## config.mk

```make
export PLATFORM = sky130hd
export DESIGN_NAME = uart_rx_monitor
export DESIGN_NICKNAME = d
export VERILOG_FILES = /design/src/rtl/uart_mon_pkg.sv /design/src/rtl/uart_mon_fifo.sv /design/src/rtl/uart_rx_monitor.sv
export SDC_FILE = /design/constraint.sdc
export NUM_CORES = 1
export LEC_CHECK = 0
export CAP_MARGIN = 15
export CORE_UTILIZATION = 38
export CTS_BUF_LIST = sky130_fd_sc_hd__clkbuf_8 sky130_fd_sc_hd__clkbuf_16
export CTS_CLUSTER_DIAMETER = 40
export DETAILED_ROUTE_END_ITERATION = 8
export PLACE_DENSITY_LB_ADDON = 0.25
export RECOVER_POWER = 100
export SKIP_CTS_REPAIR_TIMING = 1
export SYNTH_ARGS = -nofsm -noshare
export SYNTH_HDL_FRONTEND = slang
export SYNTH_SLANG_ARGS = --single-unit
```

## constraint.sdc

```tcl
create_clock -name clk -period 2.8 [get_ports clk]
set_clock_uncertainty 0.1 [all_clocks]
set_input_delay 0.84 -clock clk [delete_from_list [all_inputs] [get_ports clk]]
set_output_delay 0.84 -clock clk [all_outputs]
set_load 0.02 [all_outputs]
```

## src/rtl/uart_mon_pkg.sv

```systemverilog
// Shared types and helpers for the UART receive monitor.
package uart_mon_pkg;

    typedef enum logic [2:0] {
        S_IDLE,
        S_START,
        S_DATA,
        S_PARITY,
        S_STOP,
        S_BREAK
    } state_t;

    localparam int PAR_NONE = 0;
    localparam int PAR_ODD  = 1;
    localparam int PAR_EVEN = 2;

    // XOR of the low nbits of data (data frames are at most 9 bits wide).
    function automatic logic calc_parity(input logic [8:0] data, input int unsigned nbits);
        logic p;
        p = 1'b0;
        for (int unsigned i = 0; i < 9; i++) begin
            if (i < nbits) p = p ^ data[i];
        end
        return p;
    endfunction

endpackage

```

## src/rtl/uart_mon_fifo.sv

```systemverilog
// Synchronous FIFO; a push into a full FIFO is accepted when a pop happens in the same cycle.
module uart_mon_fifo #(
    parameter int WIDTH = 9,
    parameter int DEPTH = 16
) (
    input  logic             clk,
    input  logic             reset_n,
    input  logic             push,
    input  logic [WIDTH-1:0] push_data,
    input  logic             pop,
    output logic [WIDTH-1:0] head,
    output logic             full,
    output logic             empty,
    output logic             push_ok
);
    localparam int AW = $clog2(DEPTH);

    logic [AW:0]      wr_ptr;
    logic [AW:0]      rd_ptr;
    logic [WIDTH-1:0] mem [DEPTH];
    logic             pop_ok;

    assign empty   = (wr_ptr == rd_ptr);
    assign full    = (wr_ptr[AW] != rd_ptr[AW]) && (wr_ptr[AW-1:0] == rd_ptr[AW-1:0]);
    assign pop_ok  = pop && !empty;
    assign push_ok = push && (!full || pop_ok);
    assign head    = mem[rd_ptr[AW-1:0]];

    always_ff @(posedge clk) begin
        if (!reset_n) begin
            wr_ptr <= '0;
            rd_ptr <= '0;
        end else begin
            if (push_ok) wr_ptr <= wr_ptr + (AW+1)'(1);
            if (pop_ok)  rd_ptr <= rd_ptr + (AW+1)'(1);
        end
    end

    always_ff @(posedge clk) begin
        if (push_ok) mem[wr_ptr[AW-1:0]] <= push_data;
    end

endmodule

```

## src/rtl/uart_rx_monitor.sv

```systemverilog
// UART receive monitor: deframes rx into a FIFO, flags parity/framing/overflow
// errors and raises a sticky done on idle timeout or a terminator byte.
module uart_rx_monitor
    import uart_mon_pkg::*;
#(
    parameter int         CLKS_PER_BIT = 1736,
    parameter int         DATA_BITS    = 8,
    parameter int         PARITY       = 0,
    parameter int         STOP_BITS    = 1,
    parameter int         FIFO_DEPTH   = 16,
    parameter int         IDLE_TIMEOUT = 65536,
    parameter int         END_CHAR_EN  = 1,
    parameter logic [7:0] END_CHAR     = 8'h0A
) (
    input  logic                 clk,
    input  logic                 reset_n,
    input  logic                 rx,
    output logic                 rd_valid,
    input  logic                 rd_ready,
    output logic [DATA_BITS-1:0] rd_data,
    output logic                 rd_perr,
    output logic                 frame_err,
    output logic                 overflow,
    output logic [31:0]          byte_count,
    output logic                 done
);
    localparam int          CW   = $clog2(CLKS_PER_BIT) + 1;
    localparam logic [31:0] TOUT = 32'(IDLE_TIMEOUT);

    state_t               state, next;
    logic                 rx_meta, rx_s, rx_s_d;
    logic [CW-1:0]        bit_cnt;
    logic                 tick;
    logic [3:0]           nbit;
    logic [DATA_BITS-1:0] shreg;
    logic                 perr;
    logic                 shift_en, par_en, stop_ok, stop_bad;
    logic                 push_req;
    logic [DATA_BITS:0]   push_word;
    logic [8:0]           data_ext;
    logic                 fifo_full, fifo_empty, pop, push_ok;
    logic [DATA_BITS:0]   head;
    logic [31:0]          idle_cnt;
    logic                 timeout_hit, end_hit;

    assign tick = (bit_cnt == CW'(1));

    always_ff @(posedge clk) begin
        if (!reset_n) begin
            rx_meta <= 1'b1;
            rx_s    <= 1'b1;
            rx_s_d  <= 1'b1;
        end else begin
            rx_meta <= rx;
            rx_s    <= rx_meta;
            rx_s_d  <= rx_s;
        end
    end

    always_ff @(posedge clk) begin
        if (!reset_n) state <= S_IDLE;
        else          state <= next;
    end

    always_comb begin
        next = state;
        unique case (state)
            S_IDLE:   if (!rx_s) next = S_START;
            S_START:  if (tick) next = rx_s ? S_IDLE : S_DATA;
            S_DATA:   if (tick && nbit == 4'(DATA_BITS - 1))
                          next = (PARITY != PAR_NONE) ? S_PARITY : S_STOP;
            S_PARITY: if (tick) next = S_STOP;
            S_STOP:   if (tick) begin
                          if (!rx_s)                           next = S_BREAK;
                          else if (nbit == 4'(STOP_BITS - 1)) next = S_IDLE;
                      end
            S_BREAK:  if (rx_s) next = S_IDLE;
            default:  next = S_IDLE;
        endcase
    end

    always_comb begin
        shift_en = (state == S_DATA) && tick;
        par_en   = (state == S_PARITY) && tick;
        stop_ok  = (state == S_STOP) && tick && rx_s && (nbit == 4'(STOP_BITS - 1));
        stop_bad = (state == S_STOP) && tick && !rx_s;
    end

    // IDLE keeps the timer primed with a half bit so START samples mid-bit.
    always_ff @(posedge clk) begin
        if (!reset_n) begin
            bit_cnt   <= CW'(CLKS_PER_BIT / 2);
            nbit      <= '0;
            shreg     <= '0;
            perr      <= 1'b0;
            push_req  <= 1'b0;
            push_word <= '0;
            frame_err <= 1'b0;
        end else begin
            if (state == S_IDLE) bit_cnt <= CW'(CLKS_PER_BIT / 2);
            else if (tick)       bit_cnt <= CW'(CLKS_PER_BIT);
            else                 bit_cnt <= bit_cnt - CW'(1);
            nbit <= (state != next) ? '0 : nbit + {3'b000, tick};
            if (state == S_IDLE) perr <= 1'b0;
            if (shift_en) shreg <= {rx_s, shreg[DATA_BITS-1:1]};
            if (par_en)
                perr <= calc_parity(9'(shreg), DATA_BITS) ^ rx_s ^ (PARITY == PAR_ODD);
            push_req <= stop_ok;
            if (stop_ok) push_word <= {perr, shreg};
            frame_err <= stop_bad;
        end
    end

    uart_mon_fifo #(
        .WIDTH (DATA_BITS + 1),
        .DEPTH (FIFO_DEPTH)
    ) u_fifo (
        .clk       (clk),
        .reset_n   (reset_n),
        .push      (push_req),
        .push_data (push_word),
        .pop       (pop),
        .head      (head),
        .full      (fifo_full),
        .empty     (fifo_empty),
        .push_ok   (push_ok)
    );

    assign pop      = rd_ready && !fifo_empty;
    assign rd_valid = !fifo_empty;
    assign rd_data  = fifo_empty ? '0 : head[DATA_BITS-1:0];
    assign rd_perr  = fifo_empty ? 1'b0 : head[DATA_BITS];

    assign data_ext    = 9'(push_word[DATA_BITS-1:0]);
    assign end_hit     = (END_CHAR_EN != 0) && push_ok && ((data_ext & 9'h0FF) == {1'b0, END_CHAR});
    assign timeout_hit = (IDLE_TIMEOUT != 0) && (idle_cnt == TOUT) && (byte_count != '0);

    always_ff @(posedge clk) begin
        if (!reset_n) begin
            idle_cnt   <= '0;
            byte_count <= '0;
            overflow   <= 1'b0;
            done       <= 1'b0;
        end else begin
            if (rx_s_d && !rx_s)    idle_cnt <= '0;
            else if (idle_cnt < TOUT) idle_cnt <= idle_cnt + 32'd1;
            if (push_ok && byte_count != '1) byte_count <= byte_count + 32'd1;
            if (push_req && fifo_full && !pop) overflow <= 1'b1;
            if (timeout_hit || end_hit) done <= 1'b1;
        end
    end

endmodule
```

==> summary.txt <==
Worst Path Buf+Inv -> 4
Yosys cell types -> 55
Hold Crit Class -> register to register
mux contribution to synthesized area -> 0.0928
Post-synth EDFFs -> 144
Least-Margin Pin Slew -> 1.48 ns
reg2reg end -> nbit[0]
failing checks -> negative setup slack
setup slack, reg-to-reg -> -0.02 ns
layout cell share with drive strength beyond 1 -> 0.193
simple-gate share of the synthesized area -> 0.162
Setup WS post-layout -> -0.350 ns
maximum vdd drop -> 0.000414 V
crit path max-delay cell type -> mux4_2
FILL cells -> 2,593
# setup viols final -> 11
Fmax achieved -> 0.317 GHz
Top Family by Delay on Critical Path -> buffers and inverters
CP Cell Sequence -> buf_12 -> buf_4 -> mux4_2 -> a211oi_2 -> buf_4 -> a211oi_2 -> buf_4
TritonCTS clock tree -> done
ANT cells -> 0
core outline area -> 0.0289 mm²
crit path launch type -> register
starting DRC count in detailed routing -> 432
Tot GR Track Use -> 0.159
H-tree levels -> 2
Compound-Gate Fraction of Synth Area -> 0.0690
CTS sink cnt -> 266
#FFs+latches synth -> 266
Synth Area in Adders -> 0.0134
Worst Path Arrival -> 2.21 ns
Clock Path Buffers -> 3
Max Slew Vio Count -> 0
clock tree root driver cell -> clkbuf_16
routed vias -> 7,397
DR DRC count -> 0
Area Overhead vs Synth -> 24.4%
number of cell rows -> 62
Routed Wire Length -> 24,200 µm
reg2reg path depth -> 7
outcome -> finished, violations left
slew margin rel. -> 0.0139
worst r2r src -> bit_cnt[1]
leak pwr -> 5.06 nW
Post-Synth XOR/XNOR Area -> 0.0343
Skew-Pair Late Insertion Delay -> 0.51 ns
Reg clk slew, reported paths -> 0.05 ns
DIE AREA -> 0.0302 mm²
main combinational cell family by area after synthesis -> simple AND/OR/NAND/NOR gates
DP Cell Count -> 1,349
Die H -> 174 µm
IO Pins -> 49
total negative slack -> -2.97 ns
largest net degree at the start of global routing -> 42
crit end category -> output port
Syn Inst Count -> 903
final period utilization -> 1.13
vias in the first global route -> 7,248
synth warn -> 0
Routability Congestion -> 0.812
WP data required -> 1.86 ns
crit-path most repeated cell -> buf_4
DR pass1 iterations -> 5
DR WL/cell -> 17.0 µm
hold path depth -> 1
final hold viol count -> 0
RSZ-0062 raised after global routing -> true
Synthesized Nets -> 919
Post-synth ARST share -> 0
Final nets -> 1,026
Worst Hold Launch -> rx_meta
crit path time final -> 3.15 ns
initial antenna violation count -> 0
crit path kind -> register to output port
ys flop type -> edfxtp_1
crit-path max cell delay -> 0.49 ns
cts bufs inserted -> 39
Max Cap Violations -> 0
Vias per Instance -> 5.20
Critical Path Fanout Max -> 8
final cell count without fillers -> 1,423
mapped cell area -> 0.0112 mm²
final core occ -> 0.484
sequential fraction of the synthesis area -> 0.603
port bufs -> 48
Worst Hold Endpoint -> rx_s
Final ANT Viol Nets -> 0
DP HPWL -> 15,400 µm
syn avg cell area -> 12.4 µm²
gr ovfl total -> 0
Initial Util -> 0.389
wire length of the first global-routing pass -> 38,400 µm
Die W -> 174 µm
Pwr Density -> 654 mW/mm²
## layout make-up
| class | instances | area [µm²] | area share |
|---|---|---|---|
| clock buffers | 45 | 1080 | 0.0774 |
| flip-flops and latches | 266 | 6770 | 0.485 |
| inverters | 19 | 71.3 | 0.00511 |
| well taps | 384 | 480 | 0.0344 |
| repair buffers | 117 | 981 | 0.0703 |
| clock inverters | 25 | 277 | 0.0198 |
| multi-input cells | 567 | 4300 | 0.308 |
## cells in the final DEF (no fill, tap or decap), types with 17 or more instances in the layout
| master | instances |
|---|---|
| edfxtp_1 | 144 |
| dfxtp_1 | 119 |
| nand2_1 | 57 |
| nor2_1 | 51 |
| clkbuf_16 | 42 |
| nand3_1 | 41 |
| nor4_1 | 37 |
| mux4_2 | 36 |
| buf_4 | 36 |
| dlygate4sd3_1 | 35 |
| xnor2_1 | 33 |
| o21ai_0 | 32 |
| a21oi_1 | 24 |
| inv_1 | 23 |
| nand2b_1 | 20 |
| a211oi_2 | 18 |
| nand4_1 | 17 |
| mux2i_1 | 17 |
| or4_1 | 17 |
| clkbuf_2 | 17 |
## cells in the mapped netlist (4+ instances only)
library cell | instances | area [µm²]
or3_1 | 10 | 62.6
o21a_1 | 6 | 45.0
dfxtp_1 | 122 | 2440
nor3_1 | 17 | 85.1
nand2_1 | 57 | 214
nor2_1 | 52 | 195
mux2i_1 | 23 | 230
clkbuf_1 | 36 | 135
ha_1 | 12 | 150
nand2b_1 | 20 | 125
buf_1 | 6 | 22.5
xor2_1 | 11 | 96.3
and3_1 | 16 | 100
nor4b_1 | 4 | 35.0
and4_1 | 4 | 35.0
nor4_1 | 37 | 231
mux4_2 | 36 | 811
o211ai_1 | 6 | 45.0
nand4_1 | 17 | 106
a21oi_1 | 24 | 120
a211oi_1 | 18 | 135
o21ai_0 | 31 | 155
edfxtp_1 | 144 | 4320
nor2b_1 | 16 | 100
nand3_1 | 41 | 205
xnor2_1 | 33 | 289
inv_1 | 18 | 67.6
and2_1 | 17 | 106
o31ai_1 | 13 | 97.6
or4_1 | 16 | 120
buf_2 | 6 | 30.0
## worst register-to-register path: stages (launching register included)
cell and delay (ns):
dfxtp_1 0.30, inv_1 0.08, ha_1 0.14, or4b_1 0.49, or4_1 0.69, o311a_1 0.42, o221ai_1 0.36, nor2_1 0.10
## flip-flops by register name (all words and copies together), names as in the netlist, named ones only
register	flops
bit_cnt	12
byte_count	32
done	1
frame_err	1
idle_cnt	32
nbit	4
overflow	1
perr	1
push_req	1
push_word	9
rx_meta	1
rx_s	1
rx_s_d	1
shreg	8
state	3
u_fifo.mem	144
u_fifo.rd_ptr	5
u_fifo.wr_ptr	5
## power by group
group / internal, W / switching (W) / total, W
clock: 0.00323 / 0.00173 / 0.00495
sequential: 0.00408 / 0.0000107 / 0.00409
combinational: 0.0000254 / 0.0000589 / 0.0000843
total: 0.00734 / 0.00180 / 0.00913
## routing by layer
metal | vias up | wire [µm] | global-route usage
li1 | 3640 | - | -
met1 | 3578 | 11200 | 0.214
met2 | 134 | 11400 | 0.256
met3 | 45 | 1080 | 0.0314
met4 | 0 | 540 | 0.0545
met5 | - | 0 | 0
## worst max path at each step
stage | start | endpoint | slack, ns | depth (start not counted)
floorplan | u_fifo.wr_ptr[2] | rd_valid | 0.01 | 5
global placement | register | rd_data[6] | -0.28 | 7
detailed placement | register | rd_data[0] | -0.28 | 6
CTS | register | rd_data[0] | -0.83 | 6
global route | register | rd_data[0] | -0.42 | 7
finish | register | rd_data[1] | -0.35 | 7
## cell families (layout without fill, tap and decap cells)
group	Yosys count	in the layout
and+or+nand+nor	332	332
muxes	59	59
adders and majority gates	12	12
buffers and inverters	70	206
AOI/OAI and AO/OA	120	120
DFF	266	266
xor gates and xnor gates	44	44
## per-stage QoR
stage | total power, W | setup slack [ns] | hold slack, ns | area, µm²
floorplan | 0.00423 | 0.0104 | 0.286 | 11300
global placement | 0.00426 | -0.276 | 0.291 | 12800
detailed placement | 0.00426 | -0.282 | 0.292 | 12800
CTS | 0.00924 | -0.828 | 0.303 | 14100
global route | 0.00940 | -0.420 | 0.322 | 14000
finish | 0.00913 | -0.350 | 0.301 | 14000
Note: power is estimated with default switching activity, not from simulation.
